<file path="config.mk">
export PLATFORM = sky130hd
export DESIGN_NAME = i2c_rx_frame_deserializer
export DESIGN_NICKNAME = d
export VERILOG_FILES = /design/src/rtl/i2c_rx_frame_deserializer.sv
export SDC_FILE = /design/constraint.sdc
export NUM_CORES = 1
export LEC_CHECK = 0
export BUFFER_PORTS_ARGS = -buffer_cell sky130_fd_sc_hd__buf_2
export CAP_MARGIN = 20
export CORE_MARGIN = 1.5
export CORE_UTILIZATION = 45
export CTS_BUF_LIST = sky130_fd_sc_hd__clkbuf_8
export DETAILED_ROUTE_END_ITERATION = 10
export PLACE_DENSITY = 0.66
export RECOVER_POWER = 100
export SLEW_MARGIN = 20
export SYNTH_ARGS = -nofsm -noshare
export SYNTH_HDL_FRONTEND = slang
export SYNTH_SLANG_ARGS = --single-unit
export TNS_END_PERCENT = 10
</file>
<file path="constraint.sdc">
create_clock -name CLK -period 1.5 [get_ports CLK]
set_input_delay 0.3 -clock CLK [delete_from_list [all_inputs] [get_ports CLK]]
set_output_delay 0.3 -clock CLK [all_outputs]
set_load 0.02 [all_outputs]
</file>
<file path="src/rtl/i2c_rx_frame_deserializer.sv">
// Serial frame receiver: 8 data bits MSB first plus one even-parity bit, sampled from
// synchronized SCL/SDA, delivered through a one-entry holding register released by READ_ACK.
module i2c_rx_frame_deserializer #(
    parameter int SYNC_STAGES = 2
) (
    input  logic       CLK,
    input  logic       RESET_N,
    input  logic       ENABLE,
    input  logic       SCL_IN,
    input  logic       SDA_IN,
    input  logic       READ_ACK,
    output logic [7:0] DATA_OUT,
    output logic       PARITY_BIT,
    output logic       REG_FULL,
    output logic       OVERRUN,
    output logic       FRAME_ERROR,
    output logic       BUS_ACTIVE,
    output logic       o_dbg_state
);

    typedef enum logic {
        ST_IDLE   = 1'b0,
        ST_ACTIVE = 1'b1
    } state_t;

    state_t                 r_state;
    logic [SYNC_STAGES-1:0] r_scl_sync;
    logic [SYNC_STAGES-1:0] r_sda_sync;
    logic                   r_scl_prev;
    logic                   r_sda_prev;
    logic [3:0]             r_bit_cnt;
    logic [7:0]             r_shift;

    logic       w_scl;
    logic       w_sda;
    logic       w_scl_rise;
    logic       w_start;
    logic       w_stop;
    logic       w_frame_done;
    logic [8:0] w_frame;

    // Synchronizers reset to 1 so an idle bus produces no spurious edges after reset.
    always_ff @(posedge CLK or negedge RESET_N) begin
        if (!RESET_N) begin
            r_scl_sync <= '1;
            r_sda_sync <= '1;
            r_scl_prev <= 1'b1;
            r_sda_prev <= 1'b1;
        end else begin
            r_scl_sync <= {r_scl_sync[SYNC_STAGES-2:0], SCL_IN};
            r_sda_sync <= {r_sda_sync[SYNC_STAGES-2:0], SDA_IN};
            r_scl_prev <= w_scl;
            r_sda_prev <= w_sda;
        end
    end

    assign w_scl      = r_scl_sync[SYNC_STAGES-1];
    assign w_sda      = r_sda_sync[SYNC_STAGES-1];
    assign w_scl_rise = w_scl & ~r_scl_prev;
    assign w_start    = w_scl & r_scl_prev & r_sda_prev & ~w_sda;
    assign w_stop     = w_scl & r_scl_prev & ~r_sda_prev & w_sda;

    // The ninth bit is taken live from SDA, so the stored shift register only needs 8 bits.
    assign w_frame      = {r_shift, w_sda};
    assign w_frame_done = ENABLE && (r_state == ST_ACTIVE) && w_scl_rise && (r_bit_cnt == 4'd8);

    always_ff @(posedge CLK or negedge RESET_N) begin
        if (!RESET_N) begin
            r_state     <= ST_IDLE;
            r_bit_cnt   <= 4'd0;
            r_shift     <= 8'h00;
            BUS_ACTIVE  <= 1'b0;
            FRAME_ERROR <= 1'b0;
        end else begin
            FRAME_ERROR <= 1'b0;
            if (!ENABLE) begin
                r_state    <= ST_IDLE;
                r_bit_cnt  <= 4'd0;
                BUS_ACTIVE <= 1'b0;
            end else begin
                case (r_state)
                    ST_IDLE: begin
                        if (w_start) begin
                            r_state    <= ST_ACTIVE;
                            r_bit_cnt  <= 4'd0;
                            BUS_ACTIVE <= 1'b1;
                        end
                    end
                    ST_ACTIVE: begin
                        if (w_start || w_stop) begin
                            FRAME_ERROR <= (r_bit_cnt != 4'd0);
                            r_bit_cnt   <= 4'd0;
                            if (w_stop) begin
                                r_state    <= ST_IDLE;
                                BUS_ACTIVE <= 1'b0;
                            end
                        end else if (w_scl_rise) begin
                            r_shift   <= {r_shift[6:0], w_sda};
                            r_bit_cnt <= (r_bit_cnt == 4'd8) ? 4'd0 : r_bit_cnt + 4'd1;
                        end
                    end
                    default: begin
                        r_state <= ST_IDLE;
                    end
                endcase
            end
        end
    end

    // A READ_ACK coinciding with a completion frees the slot for the new frame instead.
    always_ff @(posedge CLK or negedge RESET_N) begin
        if (!RESET_N) begin
            DATA_OUT   <= 8'h00;
            PARITY_BIT <= 1'b0;
            REG_FULL   <= 1'b0;
            OVERRUN    <= 1'b0;
        end else if (w_frame_done) begin
            if (!REG_FULL || READ_ACK) begin
                DATA_OUT   <= w_frame[8:1];
                PARITY_BIT <= w_frame[0];
                REG_FULL   <= 1'b1;
            end else begin
                OVERRUN <= 1'b1;
            end
        end else if (READ_ACK && REG_FULL) begin
            REG_FULL <= 1'b0;
            OVERRUN  <= 1'b0;
        end
    end

    assign o_dbg_state = (r_state == ST_ACTIVE);

endmodule

</file>
# After elaboration in Yosys (flattened, before gate mapping)
# Cells that the tools add are included.
[word_totals]
ff_bits = 32
input_bits = 6
elab_cells = 71
[op_classes]
addsub = 1
eq_ne = 7
mux = 24
bitwise = 11
n_reduce_logical = 15
[ops]
columns = ["cell", "n"]
rows = [
  ["4-bit 2-to-1 mux", 5],
  ["1-bit 2-to-1 mux", 16],
  ["4-bit one-hot mux with 2 select lines", 1],
  ["2-bit AND reduction", 4],
  ["1-bit bitwise AND", 6],
  ["3-bit by 2-bit != test with 1-bit output (second input constant)", 2],
  ["1-bit NOT", 5],
  ["4-bit by 1-bit adder with 4-bit output (second input constant)", 1],
  ["4-bit equality test (second input constant)", 1],
  ["1-bit logical AND", 4],
  ["4-bit by 2-bit != test with 1-bit output (second input constant)", 1],
  ["1-bit one-hot mux with 2 select lines", 2],
  ["4-bit AND reduction", 1],
  ["4-bit nonzero test", 1],
  ["3-bit != test (second input constant)", 1],
  ["3-bit AND reduction", 1],
  ["1-bit logical OR", 2],
  ["2-bit by 1-bit != test with 1-bit output (second input constant)", 1],
  ["2-bit != test (second input constant)", 1],
  ["2-bit nonzero test", 1],
  ["1-bit logical NOT", 1],
]

# Logic depth before layout (Yosys ltp)
[depth]
ltp_word = 7
ltp_mapped = 7
ltp_nobuf = 6

# Worst setup path after synthesis
# Ideal clock, no wire load.
[synth_timing]
path_kind = "register to register"
from = "register r_bit_cnt[0]"
to = "register DATA_OUT[0]"
t_arrival_ns = 1.431
required_time_ns = 1.375
path_slack_ns = -0.056
path_stages_with_launch = 8
n_path_buf = 1
cell_sequence = "dfrtp_1 inv_1 ha_1 nand3b_1 nor2_2 o21a_1 buf_6 mux2_4"
[synth_between]
elab_chain_len = 3
[synth_rtl]
columns = ["item", "line", "rtl"]
rows = [
  ["start, declared", "31", "logic [3:0] r_bit_cnt;"],
  ["start signal, assigned", "99", "r_bit_cnt <= (r_bit_cnt == 4'd8) ? 4'd0 : r_bit_cnt + 4'd1;"],
  ["4-bit equality test", "65", "assign w_frame_done = ENABLE && (r_state == ST_ACTIVE) && w_scl_rise && (r_bit_cnt == 4'd8);"],
  ["1-bit logical AND", "65", ""],
  ["2-bit AND reduction (no line)", "n/a", ""],
  ["end signal, assigned", "119", "DATA_OUT <= w_frame[8:1];"],
  ["end, declared", "12", "output logic [7:0] DATA_OUT,"],
]
# Every way passes these cells.
# A chain may end at the register's enable or synchronous reset.

# Worst setup path in the final report
# Same ends and word-level chain as after synthesis.

==> impl_metrics.py <==
metrics = {
    "finish": {
        "layout-drive-gt1-share_pct": 36.9,
        "multiInputGateArea_um2": 541,
        "synthToLayoutAreaGrowth_pct": 27.1,
        "seq_area_um2": 808,
        "fin_nets": 164,
        "fillCellCount": 235,
        "final_cells": 188,
        "antenna_cells": 0,
    },
    "timing": {
        "hold_viol": 0,
        "maxSlewViolCount": 0,
        "worst_pin_slew_ps": 759,
        "finClkSkew_ps": 8.27,
        "max_freq_ghz": 0.603,
        "maxSlewHeadroom_pct": 49.4,
        "fin_ws_ps": -157,
        "period_needed_ps": 1660,
        "rsz0062_at_grt": "yes",
        "fin_crit_sh_pct": 110,
        "setup_violations": 11,
    },
    "clock_network": {
        "clock-root-buffer": "clkbuf_8",
        "clock-sinks": 32,
        "cts_max_path_buffers": 2,
        "path_clk_slew_ps": 70,
        "cts_tree": "built",
        "clk_latency_ps": 280,
        "cts_buffers": 5,
        "h-tree-depth": 2,
    },
    "synth": {
        "synth.top_cell.area_share_pct": 47.2,
        "yosysMostFrequentCell": "nand2_1",
        "yosysTopAreaCell": "dfrtp_1",
        "synthTopCellsByArea": "dfrtp_1, dfstp_2, mux2_4, nand2_1, ha_1",
        "synth_area_um2": 1380,
        "ys_top_cells_by_count": "nand2_1, dfrtp_1, mux2_4, dfstp_2, inv_1",
        "postSynthAreaPerCell_um2": 12.1,
        "syn_nets": 122,
        "synth_seq_cells": 32,
        "yosysUniqueCellTypes": 35,
        "synth_cells": 114,
        "synth_top_flop_cell": "dfrtp_1",
        "synthArstFlopShare_pct": 100,
        "synth_edf_count": 0,
        "yosys_warnings": 0,
        "ys_seq_area_share_pct": 58.6,
    },
    "die": {
        "chipWidth_um": 58.4,
        "die-area_um2": 3410,
        "rows": 19,
        "ioPinCount": 20,
        "initial_core_util_pct": 48.7,
        "die_h_um": 58.4,
        "core-area_um2": 2830,
    },
    "power_and_ir_drop": {
        "power_mw": 1.65,
        "max-vdd-ir-drop_mv": 0.764,
        "power_density_nw_per_um2": 943,
        "leakagePower_nw": 0.888,
    },
    "routing": {
        "via_per_inst": 5.12,
        "route.detailed.drc": 0,
        "ant_nets": 0,
        "wire_per_inst_um": 14.1,
        "drt-total-wl_mm": 2.65,
        "initialDrtViolationCount": 17,
        "drtPass1Iterations": 4,
        "vias": 963,
    },
    "grt": {
        "grt_pass1_wl_mm": 4.26,
        "grt_pass1_vias": 937,
        "antenna_found_initial": 0,
        "grt_use_total_pct": 17.1,
        "grt_max_degree": 20,
        "grt-ovfl-total": 0,
    },
    "min_path": {
        "hp-class": "in -> reg",
    },
    "placement": {
        "dp.cells": 176,
        "gp_congestion": 0.805,
        "dp_hpwl_mm": 1.84,
        "port_buffers": 19,
    },
    "worst_setup_path": {
        "worstPathRequired_ps": 1670,
        "critPathArrivalTime_ps": 1830,
        "cp_num_buf_inv": 2,
        "crit_chain": "inv_1 -> ha_2 -> nand3b_1 -> nor2_2 -> o21a_2 -> clkbuf_16 -> mux2_4",
        "worst_path_max_delay_cell": "dfrtp_1",
        "crit_type": "reg -> reg",
        "critPathMaxFanout": 4,
        "end_kind": "flop",
        "crit_path_start_kind": "flop",
        "r2r_slack_ps": -160,
        "cp_top_family": "flip-flops",
        "slowest_delay_ps": 380,
    },
    "run": {
        "cap_violations": 0,
    },
    "status": {
        "outcome": "finished, violations left",
        "violations": "negative setup slack",
    },
}
## path summary, 6_finish.rpt
kind | startpoint | end | depth (start not counted)
max | r_bit_cnt[0] | DATA_OUT[0] | 7
min in group asynchronous | RESET_N | r_bit_cnt[2] | 2
min | SCL_IN | r_scl_sync[0] | 1
min reg2reg | r_sda_sync[0] | r_sda_sync[1] | 0
max in group asynchronous | RESET_N | r_shift[0] | 3
max reg2reg | r_bit_cnt[0] | DATA_OUT[0] | 7
## timing repair
action,in CTS,in global routing
pin swaps,2,2
endpoints found under the setup margin,11,12
hold buffers,1,0
endpoints found under the hold margin,7,0
setup buffers,0,2
gates cloned,0,1
gates resized for setup,2,2
## routing by layer
layer  wire, um  vias up  track usage [%]  part of all wire, %
met3        104        6             5.27                  3.9
met2       1160       22             25.7                   44
met5          0        -                0                    0
met4         46        0             7.97                  1.7
met1       1330      463             22.8                   50
li1           -      472                -                    -
## power breakdown
group / switching [mW] / internal, mW / leakage [nW] / total, mW
clock network: 0.323 / 0.322 / 0.0479 / 0.646
registers: 0.0195 / 0.892 / 0.423 / 0.911
logic: 0.0564 / 0.0401 / 0.417 / 0.0965
total: 0.399 / 1.25 / 0.888 / 1.65
## layout make-up
| cell class | count | area share (%) |
|---|---|---|
| flip-flops and latches | 32 | 46.1 |
| clock inverters | 3 | 1.07 |
| clock buffers | 5 | 3.93 |
| well taps | 31 | 2.21 |
| inverters | 5 | 1.07 |
| multi-input cells | 75 | 30.8 |
| repair buffers | 37 | 14.8 |
## stage by stage
stage	TNS [ps]	setup WS (ps)	hold WS [ps]	instance area (um2)	utilization, %
final	-1360	-157	117	1750	62.0
after global placement	-526	-56.4	222	1630	57.5
after detailed placement	-899	-100	226	1630	57.5
after CTS	-1020	-123	108	1730	61.1
after floorplan	-501	-55.7	4.41	1380	-
after global routing	-3630	-230	102	1750	62.0
## state kept, by name, indices dropped and copies added, names as in the netlist
register / flops
DATA_OUT: 8
PARITY_BIT: 1
REG_FULL: 1
r_sda_prev: 1
OVERRUN: 1
FRAME_ERROR: 1
r_scl_sync: 2
r_shift: 8
r_bit_cnt: 4
r_sda_sync: 2
BUS_ACTIVE: 1
r_scl_prev: 1
o_dbg_state: 1
## placed cells by master, fill, tap and decap left out, types with 2 or more instances in the layout
master	count
buf_2	13
inv_1	5
dfstp_2	4
nor2_1	2
nand2_1	29
clkinv_2	2
nand2b_1	2
dfrtp_1	26
a21o_1	3
mux2_4	9
buf_4	13
xnor2_1	2
nor3b_1	2
clkbuf_8	5
dfstp_1	2
clkbuf_1	6
o21ai_0	3
## kinds of logic after synthesis
group	share of synthesized area, %
compound gates	10.5
xor+xnor	1.27
fa+ha+maj	1.81
buf+inv	2.54
flops	58.6
mux	9.80
simple gates	15.4
## worst register-to-register path: cells and delay by family (launching register included)
kind,cells,cell delay (ps)
adder cells (fa/ha/maj),1,180
flip-flops,1,380
AND/OR/NAND/NOR,2,280
buffers and inverters,2,220
multiplexers,1,290
AO/OA/AOI/OAI,1,200
Note: power is estimated with default switching activity, not from simulation.
